===== src/rtl/mask_match_sequencer.sv =====
// mask_match_sequencer: walks the mutual mask (W & A) of one weight/activation
// mask pair from LSB to MSB, emitting up to MAX_NUM_OUTPUT matched positions per
// beat together with their dense indices into the W and A compressed streams.
//
// Handshakes: a transfer happens on a rising clock edge where valid & ready are
// both high. The producer holds valid and data stable until ready is seen;
// ready may depend on valid only through in_ready's last-beat term. out_* are
// registered and held stable while out_valid & !out_ready.
module mask_match_sequencer #(
  parameter int BITMASK_LENGTH = 16,
  parameter int INDEX_BITWIDTH = 5,
  parameter int MAX_NUM_OUTPUT = 2,
  parameter int COUNT_BITWIDTH = 2
) (
  input  logic                                     clock,
  input  logic                                     reset,
  input  logic                                     in_valid,
  output logic                                     in_ready,
  input  logic [BITMASK_LENGTH-1:0]                in_maskW,
  input  logic [BITMASK_LENGTH-1:0]                in_maskA,
  output logic                                     out_valid,
  input  logic                                     out_ready,
  output logic [COUNT_BITWIDTH-1:0]                out_count,
  output logic [INDEX_BITWIDTH*MAX_NUM_OUTPUT-1:0] out_pos,
  output logic [INDEX_BITWIDTH*MAX_NUM_OUTPUT-1:0] out_idxW,
  output logic [INDEX_BITWIDTH*MAX_NUM_OUTPUT-1:0] out_idxA,
  output logic                                     out_last,
  output logic                                     dbg_state
);

  localparam int LW = INDEX_BITWIDTH * MAX_NUM_OUTPUT;

  typedef enum logic {ST_IDLE = 1'b0, ST_SCAN = 1'b1} state_t;

  state_t                      r_state;
  logic [BITMASK_LENGTH-1:0]   r_maskW;
  logic [BITMASK_LENGTH-1:0]   r_maskA;
  logic [BITMASK_LENGTH-1:0]   r_rem;
  logic [BITMASK_LENGTH-1:0]   r_emit;
  logic [COUNT_BITWIDTH-1:0]   r_count;
  logic [LW-1:0]               r_pos;
  logic [LW-1:0]               r_idxw;
  logic [LW-1:0]               r_idxa;
  logic                        r_last;

  logic                        w_hs;
  logic                        w_accept;
  state_t                      w_nstate;
  logic [BITMASK_LENGTH-1:0]   w_nw;
  logic [BITMASK_LENGTH-1:0]   w_na;
  logic [BITMASK_LENGTH-1:0]   w_nrem;

  logic [LW-1:0]               w_bpos;
  logic [LW-1:0]               w_bidxw;
  logic [LW-1:0]               w_bidxa;
  logic [BITMASK_LENGTH-1:0]   w_bemit;
  logic [COUNT_BITWIDTH-1:0]   w_bcount;
  logic [INDEX_BITWIDTH-1:0]   w_btotal;
  logic [INDEX_BITWIDTH-1:0]   w_pcw;
  logic [INDEX_BITWIDTH-1:0]   w_pca;
  logic                        w_blast;

  // Handshake decode and next-state values for the latched masks and remaining mask.
  always_comb begin
    w_hs     = (r_state == ST_SCAN) & out_ready;
    in_ready = ~reset & ((r_state == ST_IDLE) | (w_hs & r_last));
    w_accept = in_valid & in_ready;
    w_nstate = r_state;
    w_nw     = r_maskW;
    w_na     = r_maskA;
    w_nrem   = r_rem;
    if (w_accept) begin
      w_nstate = ST_SCAN;
      w_nw     = in_maskW;
      w_na     = in_maskA;
      w_nrem   = in_maskW & in_maskA;
    end else if (w_hs) begin
      w_nrem = r_rem & ~r_emit;
      if (r_last) w_nstate = ST_IDLE;
    end
  end

  // Build the next beat: lowest set bits of the next remaining mask plus running popcounts.
  always_comb begin
    w_bpos   = '0;
    w_bidxw  = '0;
    w_bidxa  = '0;
    w_bemit  = '0;
    w_bcount = '0;
    w_btotal = '0;
    w_pcw    = '0;
    w_pca    = '0;
    for (int i = 0; i < BITMASK_LENGTH; i++) begin
      if (w_nrem[i]) begin
        if (int'(w_bcount) < MAX_NUM_OUTPUT) begin
          w_bpos[int'(w_bcount)*INDEX_BITWIDTH +: INDEX_BITWIDTH]  = INDEX_BITWIDTH'(i);
          w_bidxw[int'(w_bcount)*INDEX_BITWIDTH +: INDEX_BITWIDTH] = w_pcw;
          w_bidxa[int'(w_bcount)*INDEX_BITWIDTH +: INDEX_BITWIDTH] = w_pca;
          w_bemit[i] = 1'b1;
          w_bcount   = w_bcount + COUNT_BITWIDTH'(1);
        end
        w_btotal = w_btotal + INDEX_BITWIDTH'(1);
      end
      w_pcw = w_pcw + INDEX_BITWIDTH'(w_nw[i]);
      w_pca = w_pca + INDEX_BITWIDTH'(w_na[i]);
    end
    w_blast = (int'(w_btotal) <= MAX_NUM_OUTPUT);
  end

  // Sequencer state plus registered beat; beat fields are zero whenever idle.
  always_ff @(posedge clock or posedge reset) begin
    if (reset) begin
      r_state <= ST_IDLE;
      r_maskW <= '0;
      r_maskA <= '0;
      r_rem   <= '0;
      r_emit  <= '0;
      r_count <= '0;
      r_pos   <= '0;
      r_idxw  <= '0;
      r_idxa  <= '0;
      r_last  <= 1'b0;
    end else begin
      r_state <= w_nstate;
      r_maskW <= w_nw;
      r_maskA <= w_na;
      r_rem   <= w_nrem;
      if (w_nstate == ST_SCAN) begin
        r_emit  <= w_bemit;
        r_count <= w_bcount;
        r_pos   <= w_bpos;
        r_idxw  <= w_bidxw;
        r_idxa  <= w_bidxa;
        r_last  <= w_blast;
      end else begin
        r_emit  <= '0;
        r_count <= '0;
        r_pos   <= '0;
        r_idxw  <= '0;
        r_idxa  <= '0;
        r_last  <= 1'b0;
      end
    end
  end

  assign out_valid = (r_state == ST_SCAN);
  assign out_count = r_count;
  assign out_pos   = r_pos;
  assign out_idxW  = r_idxw;
  assign out_idxA  = r_idxa;
  assign out_last  = r_last;
  assign dbg_state = r_state;

endmodule


===== config.mk =====
export PLATFORM = sky130hd
export DESIGN_NAME = mask_match_sequencer
export DESIGN_NICKNAME = d
export VERILOG_FILES = /design/src/rtl/mask_match_sequencer.sv
export SDC_FILE = /design/constraint.sdc
export NUM_CORES = 1
export LEC_CHECK = 0
export ABC_CLOCK_PERIOD_IN_PS = 29800
export BUFFER_PORTS_ARGS = -buffer_cell sky130_fd_sc_hd__buf_2
export CORE_MARGIN = 3
export CORE_UTILIZATION = 35
export CTS_BUF_LIST = sky130_fd_sc_hd__clkbuf_4
export DETAILED_ROUTE_END_ITERATION = 8
export HOLD_SLACK_MARGIN = 0.1
export PLACE_DENSITY = 0.56
export SLEW_MARGIN = 20
export SYNTH_ARGS = -nofsm -noshare
export SYNTH_HDL_FRONTEND = slang
export SYNTH_SLANG_ARGS = --single-unit

===== constraint.sdc =====
create_clock -name clock -period 29.8 [get_ports clock]
set_input_delay 4.47 -clock clock [delete_from_list [all_inputs] [get_ports clock]]
set_output_delay 4.47 -clock clock [all_outputs]
set_load 0.03 [all_outputs]

==> results of run 1 <==
area by class of cell:
cell class | instances | area, sq um
fill | 3723 | 21660
multi-input combinational | 1413 | 9617
sequential | 94 | 2352
tap | 455 | 569.3
timing repair buffer | 82 | 442.9
inverter | 74 | 280.3
clock buffer | 10 | 75.07
clock inverter | 6 | 53.80
antenna | 1 | 2.502
cell families after synthesis:
family | Yosys count | synth area share
adder cells (fa/ha/maj) | 103 | 0.1032
buffers and inverters | 158 | 0.05449
AO/OA/AOI/OAI | 473 | 0.2624
multiplexers | 23 | 0.01902
flip-flops | 94 | 0.1862
other | 1 | 0.0002969
AND/OR/NAND/NOR | 695 | 0.2641
XOR/XNOR | 117 | 0.1102
synthesized netlist by cell type, types with 15 or more instances:
library cell,count
sky130_fd_sc_hd__a211oi_1,21
sky130_fd_sc_hd__a21oi_1,116
sky130_fd_sc_hd__a22oi_1,27
sky130_fd_sc_hd__a31oi_1,29
sky130_fd_sc_hd__and2_1,25
sky130_fd_sc_hd__and3_1,39
sky130_fd_sc_hd__buf_2,18
sky130_fd_sc_hd__clkbuf_1,49
sky130_fd_sc_hd__dfrtp_1,94
sky130_fd_sc_hd__ha_1,101
sky130_fd_sc_hd__inv_1,67
sky130_fd_sc_hd__mux2i_1,15
sky130_fd_sc_hd__nand2_1,267
sky130_fd_sc_hd__nand3_1,110
sky130_fd_sc_hd__nand4_1,24
sky130_fd_sc_hd__nor2_1,103
sky130_fd_sc_hd__nor3_1,48
sky130_fd_sc_hd__o21ai_0,74
sky130_fd_sc_hd__o22ai_1,16
sky130_fd_sc_hd__xnor2_1,55
sky130_fd_sc_hd__xnor2_2,15
sky130_fd_sc_hd__xor2_1,28
worst max-delay path by stage:
| stage | end | slack (ps) | cells after the start |
|---|---|---|---|
| after floorplan | out_idxW[7]$_DFF_PP0_ | 13560 | 68 |
| after global routing | out_idxW[7]$_DFF_PP0_ | 10210 | 62 |
| after global placement | out_idxW[7]$_DFF_PP0_ | 12000 | 62 |
| after CTS | out_idxW[7]$_DFF_PP0_ | 11850 | 61 |
| after detailed placement | out_idxW[7]$_DFF_PP0_ | 11340 | 61 |
| final | out_idxW[7]$_DFF_PP0_ | 11540 | 62 |
worst register-to-register path, delay by kind of cell (launching register included):
| family | cells | cell delay, ps |
|---|---|---|
| multiplexers | 1 | 340 |
| AO/OA/AOI/OAI | 21 | 5110 |
| buffers and inverters | 10 | 1370 |
| AND/OR/NAND/NOR | 16 | 2870 |
| flip-flops | 1 | 390 |
| adder cells (fa/ha/maj) | 14 | 4370 |
through the flow:
step,std cells,cell area [sq um],util
6_report,2135,13390,0.3821
3_3_place_gp,2118,13260,0.3781
3_5_place_dp,2118,13260,0.3781
2_1_floorplan,1665,12630,-
4_1_cts,2134,13380,0.3818
5_1_grt,2135,13390,0.3821
per-layer routing:
layer  vias up  wire length [microns]  share of wire  global-route usage
met4         0                    602          0.013             0.04225
li1       6155                      -              -                   -
met3        38                   3504          0.078             0.03435
met5         -                      0              0                   0
met1      6319                  21340           0.47              0.3460
met2       550                  19630           0.44              0.3523
flip-flops by register name, summed over array words and instances, names as in the netlist:
| name | flops |
|---|---|
| dbg_state | 1 |
| r_emit | 16 |
| out_pos | 8 |
| out_last | 1 |
| out_idxA | 10 |
| r_maskW | 15 |
| out_count | 2 |
| out_idxW | 10 |
| r_rem | 16 |
| r_maskA | 15 |
==> flow_results.org, run 1 <==
** Final layout
- Most common cell after layout, fill and taps aside :: sky130_fd_sc_hd__nand2_1
- The net count of the finished layout is 1,813.
- In the final layout, the share of cells above drive strength 1 is 0.1114.
- In the layout the commonest cells are 266 x sky130_fd_sc_hd__nand2_1, 116 x sky130_fd_sc_hd__a21oi_1, 110 x sky130_fd_sc_hd__nand3_1.
- The area growth from synthesis to layout is 6.043%.

** Drt
- Final wirelength :: around 45,000 microns
- Average routed wire per standard cell :: ~21 microns
- Dividing the detail-routed via count by the number of cells gives 6.118.
- The first detailed-routing pass ran for 5 iterations.
- Post-route ant nets :: 0
- Detailed Route Iter0 Violations :: 1,674
- For this run, design rule violations remaining after detail routing come to 0.
- Via count :: 13,062

** Hold path
- The worst hold path was traced through 2 stages.
- The worst hold path belongs to the class reg2reg.
- The worst hold path begins at r_maskA[3]$_DFF_PP0_.
- The worst hold path terminates at r_maskA[3]$_DFF_PP0_.

** Worst setup path
- In this run the critical register-to-register path is launched from dbg_state$_DFF_PP0_.
- Class of the most critical setup path :: in2reg
- By instance count, the cell type seen most on the critical path is sky130_fd_sc_hd__ha_1.
- Capturing point of the worst reg2reg path :: out_idxW[7]$_DFF_PP0_
- Category of the worst setup path capture point :: flop
- STA puts the critical path data arrival time at around 19,000 ps.
- For flop-to-flop paths, the worst setup slack is 15,280 ps.
- For this design, the slowest cell found on the critical path is sky130_fd_sc_hd__a31oi_1.
- Bufs and invs on worst path :: 10
- Setup crit start kind :: primary input
- Worst reg2reg path depth :: just over 60
- At the worst endpoint, the required time is between 30,000 and 40,000 ps.
- Top Family by Delay on Critical Path :: compound AO/OA/AOI/OAI gates
- Maximum fanout along the worst path :: 21
- The most critical setup path has its startpoint at out_ready.
- Worst stage delay on the critical path :: a little under 500 ps

** Clock tree
- TritonCTS clock tree :: yes
- Clk_lat worst skew :: 510 ps
- Maximum clock path buffer count :: 2
- The tree built by TritonCTS fans out to 94 sinks.
- H-tree level count :: 3
- In this run, post-CTS repair resized a total of 0 instances.
- Clk root buf :: sky130_fd_sc_hd__clkbuf_4
- Post-CTS Repair Setup Buffers :: 0
- After clock tree synthesis, the flow added hold-fix buffers numbering 0.
- Number of buffers added by the clock tree synthesis step :: 9
- CTS clock-pin slew for the worst setup and hold paths :: between 150 and 200 ps

** Yosys
- Ranked by total cell area, the synthesized netlist is headed by sky130_fd_sc_hd__dfrtp_1 19%, sky130_fd_sc_hd__ha_1 10%, sky130_fd_sc_hd__nand2_1 7.9%, sky130_fd_sc_hd__a21oi_1 4.6%, sky130_fd_sc_hd__nand3_1 4.4%.
- Of the synthesized area, sequential elements account for 0.1862.
- Yosys mapped a number of flops with a built-in enable equal to 0.
- Among all flip-flop cells after synthesis, the most frequent one is sky130_fd_sc_hd__dfrtp_1.
- The share of synthesized area in the top cell type comes to 0.1862.
- Post-synthesis async set-or-reset flop share :: 1.000
- For this run, the number of Yosys warnings is 0.
- Number of different library cells in the post-synthesis netlist :: between 100 and 150
- sky130_fd_sc_hd__dfrtp_1 takes more of the synthesized area than any other cell.
- Synthesis produced a netlist whose cell count is between 1,500 and 2,000.
- The synthesized design contains between 90 and 100 register bits.
- After synthesis the cells add up to 0.01263 sq mm.
- Average cell area after synthesis :: between 7 and 8 sq um

** Run
- Maxcap violations :: 0

** STA
- For the final routed database, the setup TNS stands at 0 ps.
- Relative max-transition margin :: 0.2538
- For the finished layout, the period the worst path requires is between 15,000 and 20,000 ps.
- After layout, the worst setup slack is roughly 12,000 ps.
- Across all hold checks on the routed design, the worst slack comes to 513.8 ps.
- In the finished design, the share of the clock period the worst path needs comes to 0.6126.
- Clock skew on the completed layout was measured at approximately 48 ps.
- At the pin with the least slew margin, the transition time is approximately 1100 ps.
- Count of endpoints failing setup in the final report :: 0
- Based on the critical path, the design can be clocked at up to about 0.055 GHz.
- Setup repair after global routing left no endpoint under its margin.
- The number of max-slew violations in the final report is 0.
- Total count of hold-check failures in the final report :: 0

** GRT
- Global-route wire length before repair :: about 71,000 microns
- Summed over all layers, the global routing overflow is 0.
- Entering global routing, the biggest net connects 64 pins.
- For this run, the total global-route usage over all layers was measured as 0.2303.
- Vias in the first global route :: 12,231
- Initial antenna violation count :: 1

** Status
- The flow ran to the end, and the final reports show no timing, DRC or antenna violations.

** Floorplan
- Height of the die :: roughly 200 microns
- The die is about 200 microns wide.
- The initialized floorplan defines just under 70 standard-cell rows.
- The die covers 0.03840 sq mm.
- Floorplan core area :: 0.03505 sq mm
- Boundary pin count :: 72
- The initial utilization of the core area, before any placement, comes to 0.3603.

** Place
- During placement, the flow inserted port buffers numbering around 70.
- Pre-CTS setup slack :: 11,340 ps
- Estimated wirelength of the detail-placed design :: 36,150 microns
- Weighted congestion reported at the end of routability-driven placement :: 0.9485
Power of run 1 is not shown: default switching activity piles up to over one toggle a cycle in this logic, so the estimate is an artifact.
==> run 2, diff against run 1 <==
Settings changed: ABC_AREA from default to 1, ABC_CLOCK_PERIOD_IN_PS 29800 to 17900.
Clock period 29.8 ns to 17.9 ns, I/O delays scaled along.
==> flow_results.org, run 2 <==
** STA
- Max Slew Vio Count :: 0 (unchanged)
- Worst-case clock skew :: 29.29 ps (-18.72 ps)
- Dividing the final minimum period by the clock period gives 0.7973.
- The routed design could run at a clock period as short as 14,270 ps.
- Setup TNS :: 0 ps (unchanged)
- Count of endpoints failing setup in the final report :: 0 (unchanged)
- Based on the critical path, the design can be clocked at up to 0.07007 GHz.
- RSZ-0062 raised after global routing :: false
- Relative max-transition margin :: 0.4244 (+0.1706)
- The number of endpoints with negative hold slack in the final report came to 0 (unchanged).
- Measured slew at the worst slew-check pin :: 856.9 ps (-258.4 ps)

** Place
- The total half-perimeter wirelength after legalization and detailed placement is 34,870 microns (-3.5%).
- Number of port buffers :: 69 (unchanged)
- Weighted congestion reported at the end of routability-driven placement :: 0.9685 (+2.1%)

** Floorplan
- Number of standard-cell rows in the floorplan :: 67 (-1.5%)
- Floorplan core area :: 0.03378 sq mm (-3.6%)
- The top-level I/O count was 72 (unchanged).
- Height of the die :: 191.7 microns (-2.2%)
- Die Wd :: 191.7 microns (-2.2%)
- The die outline area came to 0.03677 sq mm (-4.3%).
- Effective utilization at floorplan :: 0.3574 (-0.002863)

** Worst setup path
- Worst stage delay on the critical path :: 490 ps (about the same)
- WP data arrival :: 14,690 ps (-4010 ps)
- STA classifies the critical path startpoint as a primary input.
- Among all stages on the critical path, the largest delay is contributed by sky130_fd_sc_hd__nand3_4.
- Flop2flop setup slack :: 5470 ps (-9810 ps)
- The worst setup path is of the in2reg kind.
- The required time of the critical path is 18,320 ps (-11,920 ps).
- The number of cells on the worst reg-to-reg path came to 65 (+4.8%).
- The most numerous cell type found on the critical path is sky130_fd_sc_hd__inv_1.
- Maximum fanout along the worst path :: 51 (+140%)
- Category of the worst setup path capture point :: flop

** Final layout
- Count of filler cells inserted in the layout :: 3,747 (+0.64%)
- From synthesis to final layout, the design area changed by 7.470%.
- Area used by multi-input combinational logic :: 0.008391 sq mm (-13%)
- Most common cell after layout, fill and taps aside :: sky130_fd_sc_hd__nand2_1
- Largest regs :: r_emit x16, r_rem x16
- Net count reported at finish :: 2,219 (+22%)
- The sequential standard cell area came to 0.002352 sq mm (unchanged).
- Most frequent cells in the layout :: 758 x sky130_fd_sc_hd__nand2_1, 267 x sky130_fd_sc_hd__inv_1, 246 x sky130_fd_sc_hd__nand3_1
- The fraction of final layout cells with drive strength greater than 1 was 0.1012 (-0.01018).

** GRT
- Initial antenna violation count :: 1 (unchanged)
- Global-route wire length before repair :: 66,600 microns (-6.1%)
- Total global-route track usage :: 0.2276 (-0.002718)
- The via count of the first global-routing pass was 12,523 (+2.4%).
- The pin count of the biggest net entering global routing is 79 (+23%).
- Final global-route overflow total :: 0 (unchanged)

** Clock tree
- The clock sink count came to 94 (unchanged).
- The H-tree depth came to 3 (unchanged).
- The buffer count from post-CTS setup fixing was 0 (unchanged).
- The root buffer cell chosen for the clock tree is sky130_fd_sc_hd__clkbuf_4.
- The clock latency on the worst-skew pair came to 480 ps (-30 ps).
- TritonCTS clock tree :: yes
- CTS resizes :: 0 (unchanged)
- Maximum clock path buffer count :: 2 (unchanged)
- The number of buffers created by CTS was 9 (unchanged).
- The clock-pin transition on the worst setup and hold timing paths came to 160 ps (-30 ps).
- The number of hold buffers added after cts came to 0 (unchanged).

** Yosys
- Among all cell types in the netlist, the one instantiated most often is sky130_fd_sc_hd__nand2_1.
- The synthesized instance count was 2,035 (+22%).
- Summed over all instances, the cell type with the most area after synthesis is sky130_fd_sc_hd__nand2_1.
- The portion of synthesized cell area occupied by the leading cell type is 0.2356 (+0.04937).
- In the post-synthesis netlist, the biggest area contributors are sky130_fd_sc_hd__nand2_1 24%, sky130_fd_sc_hd__dfrtp_1 19%, sky130_fd_sc_hd__ha_1 10%, sky130_fd_sc_hd__nand3_1 10%, sky130_fd_sc_hd__inv_1 8.3%.
- Most used standard cells in the synthesized netlist :: 758 x sky130_fd_sc_hd__nand2_1, 268 x sky130_fd_sc_hd__inv_1, 246 x sky130_fd_sc_hd__nand3_1
- The number of flip-flops and latches in the synthesized netlist was 94 (unchanged).
- The post-synthesis instance area is 0.01208 sq mm (-4.4%).
- Average cell area after synthesis :: 5.934 sq um (-22%)
- The most used flip-flop cell after synthesis is sky130_fd_sc_hd__dfrtp_1.
- Number of enable flip-flop cells after synthesis :: 0 (unchanged)
- The share of async-settable or async-resettable flops after synthesis came to 1.000 (unchanged).
- Proportion of synthesized chip area in sequential cells :: 0.1948 (+0.008549)
- The number of synthesis warnings came to 0 (unchanged).
- The distinct cell type count after synthesis is 59 (-44%).

** Hold path
- Min-delay worst type :: reg2reg
- Hold-critical path depth :: 2 (unchanged)

** Drt
- The wire length per cell came to 16.39 microns (-22%).
- The antenna violation net count after detailed routing is 0 (unchanged).
- Final wirelength :: 41,530 microns (-7.9%)
- The via density per instance was 5.172 (-15%).
- The detailed-route via count came to 13,107 (+0.34%).
- The DRC violation total after the first TritonRoute iteration came to 1,069 (-36%).
- The routed length on met2 came to 16,840 microns (-14%).
- Drt pass-1 iters :: 9 (+4)
- The remaining design rule violation count came to 2 (+2).
- The length of routed met3 wiring is 2896 microns (-17%).
- Routed signal wires occupy layers up through met4.
- Met1 WL :: 21,100 microns (-1.2%)

** Status
- The final reports fail on design-rule violations.
- Result of the run :: finished with violations

** Run
- The number of max-cap violations was 0 (unchanged).
-- run 2: metal layers --
metal / track usage / vias to the layer above
met3: 0.02354 / 45
met2: 0.3378 / 412
met5: 0 / -
li1: - / 6583
met1: 0.3511 / 6067
met4: 0.05222 / 0
-- run 2: metrics by stage --
stage                     worst slack [ps]    util  hold WS [ps]  instance area, sq um  instances
after detailed placement              3232  0.3791         498.2                 12810       2516
after global placement                3768  0.3791         486.3                 12810       2516
after floorplan                       3168       -         448.2                 12080       2036
after global routing                  2517  0.3841         576.9                 12980       2534
final                                 3628  0.3841         541.0                 12980       2534
after CTS                             3747  0.3832         535.4                 12950       2532
-- run 2: area by class of cell --
class | instances | area share
Clock inverter | 5 | 0.004531
Sequential cell | 94 | 0.1813
Multi-Input combinational cell | 1601 | 0.6466
Tap cell | 448 | 0.04319
Inverter | 301 | 0.08745
Antenna cell | 1 | 0.0001928
Timing Repair Buffer | 73 | 0.03047
Clock buffer | 11 | 0.006363
-- run 2: path summary, 6_finish.rpt --
path,startpoint,end
worst max-delay path,out_ready,out_pos[2]$_DFF_PP0_
worst min-delay path,r_maskW[3]$_DFF_PP0_,r_maskW[3]$_DFF_PP0_
worst max register to register,dbg_state$_DFF_PP0_,out_pos[2]$_DFF_PP0_
worst min register to register,r_maskW[3]$_DFF_PP0_,r_maskW[3]$_DFF_PP0_
max in group asynchronous,reset,out_idxW[1]$_DFF_PP0_
min in group asynchronous,reset,r_maskW[0]$_DFF_PP0_
-- run 2: worst max-delay path: cells and delay by family --
kind            cells  cell delay [ps]
compound gates      8             1790
fa+ha+maj          14             4160
buf+inv            22             2530
simple gates       23             3470
-- run 2: cells by family after synthesis --
kind of cell,Yosys count,synth area share
mux,1,0.0009325
fa+ha+maj,103,0.1080
flops,94,0.1948
other cells,1,0.0003106
compound gates,181,0.09098
simple gates,1279,0.4624
buf+inv,341,0.1107
xor+xnor,35,0.03191
Power of run 2 is left out for the same reason.
==> run 3, diff against run 2 <==
Settings changed: ABC_AREA 1 to 0, ABC_CLOCK_PERIOD_IN_PS 17900 to 15000.
Clock period 17.9 ns to 15 ns, I/O delays scaled along.
==> flow_results.org, run 3 (synthesized netlist as in run 1, its figures left out) <==
** STA
- Relative max-transition margin :: 0.2709 (-0.1535)
- Highest clock frequency the design can meet :: around 0.072 GHz
- Total count of hold-check failures in the final report :: 0 (unchanged)
- Counting I/O delays and the setup requirement, the final critical path takes 13,960 ps.
- The clock skew came to 35.08 ps (+5.791 ps).
- Max Slew Vio Count :: 0 (unchanged)
- In the finished design, the share of the clock period the worst path needs comes to 0.9308.
- Final worst hold slack :: 510.2 ps (-30.81 ps)
- The measured slew at the worst slew-check pin was 1090 ps (+232.8 ps).
- Count of endpoints failing setup in the final report :: 0 (unchanged)

** Worst setup path
- Class of the most critical setup path :: in2reg
- The maximum fanout along the worst path is 10 (-80%).
- STA classifies the critical path endpoint as a flop.
- Flop2flop setup slack :: 2040 ps (-3430 ps)
- Cell with the most instances on the worst path :: sky130_fd_sc_hd__ha_1
- The required time of the critical path came to 15,430 ps (-2890 ps).
- The slowest stage of the critical path belongs to the cell sky130_fd_sc_hd__ha_1.
- Setup crit start kind :: primary input
- The arrival time of the worst setup path was 14,390 ps (-300 ps).
- Worst stage delay on the critical path :: 360 ps (-130 ps)

** Drt
- The detailed-route via count was 13,242 (+1.0%).
- Final wirelength :: 45,930 microns (+11%)
- The DRC violation total after the first TritonRoute iteration came to 1,346 (+26%).
- The wire length per cell is 21.22 microns (+30%).
- Post-route ant nets :: 0 (unchanged)
- The via density per instance is 6.119 (+18%).
- The remaining design rule violation count is 0 (-2).
- Drt pass-1 iters :: 5 (-4)

** Final layout
- In the layout the commonest cells are 266 x sky130_fd_sc_hd__nand2_1, 116 x sky130_fd_sc_hd__a21oi_1, 109 x sky130_fd_sc_hd__nand3_1.
- Area growth from synthesis to layout :: 8.025%
- Leaving out fill and tap cells, the most frequent cell in the layout is sky130_fd_sc_hd__nand2_1.
- The number of nets in the final layout was 1,841 (-17%).
- Largest regs :: r_emit x16, r_rem x16
- The fraction of final layout cells with drive strength greater than 1 was 0.1301 (+0.02885).
- Count of filler cells inserted in the layout :: 3,743 (-0.11%)
- The design area was 0.01364 sq mm (+5.1%).

** Clock tree
- The buffer count from post-CTS setup fixing came to 0 (unchanged).
- The H-tree depth is 3 (unchanged).
- Number of buffers added by the clock tree synthesis step :: 9 (unchanged)
- Maximum clock path buffer count :: 2 (unchanged)
- Clk_lat worst skew :: 510 ps (+30 ps)
- CTS clock-pin slew for the worst setup and hold paths :: 170 ps (about the same)
- TritonCTS clock tree :: yes
- Clock Sinks :: 94 (unchanged)
- Clk root buf :: sky130_fd_sc_hd__clkbuf_4

** Place
- Post-DP Area :: 0.01347 sq mm (+5.1%)
- The final estimated routing congestion in global placement is 0.9533 (-1.6%).
- Estimated wirelength of the detail-placed design :: 36,990 microns (+6.1%)
- Number of port buffers :: 69 (unchanged)

** Floorplan
- The die outline area came to 0.03840 sq mm (+4.4%).
- Floorplan core area :: 0.03505 sq mm (+3.8%)
- Die Wd :: 196.0 microns (+2.2%)
- Height of the die :: 196.0 microns (+2.2%)
- The initial core utilization is 0.3603 (+0.002863).
- The number of rows created at floorplan came to 68 (+1.5%).
- The top-level I/O count came to 72 (unchanged).

** Run
- The number of max-cap violations was 0 (unchanged).

** GRT
- The pin count of the biggest net entering global routing was 65 (-18%).
- The via count of the first global-routing pass was 12,632 (+0.87%).
- The initial antenna violation count is 1 (unchanged).
- The remaining global-route overflow came to 0 (unchanged).
- Global-route wire length before repair :: 72,110 microns (+8.3%)
- The overall global routing resource usage is 0.2341 (+0.006469).

** Status
- The flow ran to the end, and the final reports show no timing, DRC or antenna violations.

** Hold path
- Min-delay worst type :: reg2reg
[run 3: cell types whose count changed in the layout (fill, tap and decap cells not counted), sizes merged, moves of 23 or more]
cell	delta
nand2	-526
nor2	-38
a22oi	+23
buf	+37
and2	+27
nand3	-149
a31oi	+24
inv	-220
nor3	+23
a21oi	+66
xnor2	+61
and3	+40
[run 3: final timing paths]
| path | startpoint | end | cells after the start |
|---|---|---|---|
| worst max-delay path | out_ready | out_idxW[7]$_DFF_PP0_ | 65 |
| min in group asynchronous | reset | r_maskW[1]$_DFF_PP0_ | 2 |
| worst max register to register | dbg_state$_DFF_PP0_ | out_idxW[7]$_DFF_PP0_ | 63 |
| worst min-delay path | r_maskW[2]$_DFF_PP0_ | r_maskW[2]$_DFF_PP0_ | 2 |
| worst min register to register | r_maskW[2]$_DFF_PP0_ | r_maskW[2]$_DFF_PP0_ | 2 |
| max in group asynchronous | reset | out_idxA[3]$_DFF_PP0_ | 3 |
[run 3: critical path: cells and delay by family]
kind / cells / cell delay (ps)
compound gates: 19 / 3520
buf+inv: 13 / 1410
mux: 1 / 360
simple gates: 18 / 2700
fa+ha+maj: 14 / 4130
[run 3: cell type report]
class                           count  area [sq um]  area share
Multi-Input combinational cell   1413          9654      0.7076
Sequential cell                    94          2352      0.1724
Timing Repair Buffer              110         653.1     0.04787
Tap cell                          455         569.3     0.04173
Inverter                           74         280.3     0.02054
Clock buffer                        9         67.56    0.004952
Clock inverter                      7         61.31    0.004494
Antenna cell                        2         5.005   0.0003668
[run 3: what timing repair did]
action                                  in CTS  in global routing
resized for setup                            0                  9
endpoints found under the setup margin       0                 19
hold buffers                                 0                  0
[run 3: routing by layer]
layer,up-vias,GRT usage,part of all wire
li1,6204,-,-
met4,0,0.05281,0.019
met3,55,0.03778,0.076
met2,573,0.3562,0.43
met5,-,0,0
met1,6410,0.3473,0.47
[run 3: per-stage QoR]
step / setup WS [ps] / utilization / TNS [ps] / instances
2_1_floorplan: 981.9 / - / 0 / 1665
3_3_place_gp: 1000 / 0.3841 / 0 / 2146
3_5_place_dp: 442.4 / 0.3841 / 0 / 2146
4_1_cts: 950.1 / 0.3878 / 0 / 2162
5_1_grt: -4.430 / 0.3891 / -4.430 / 2163
6_report: 1039 / 0.3892 / 0 / 2164
Power of run 3 is left out for the same reason.
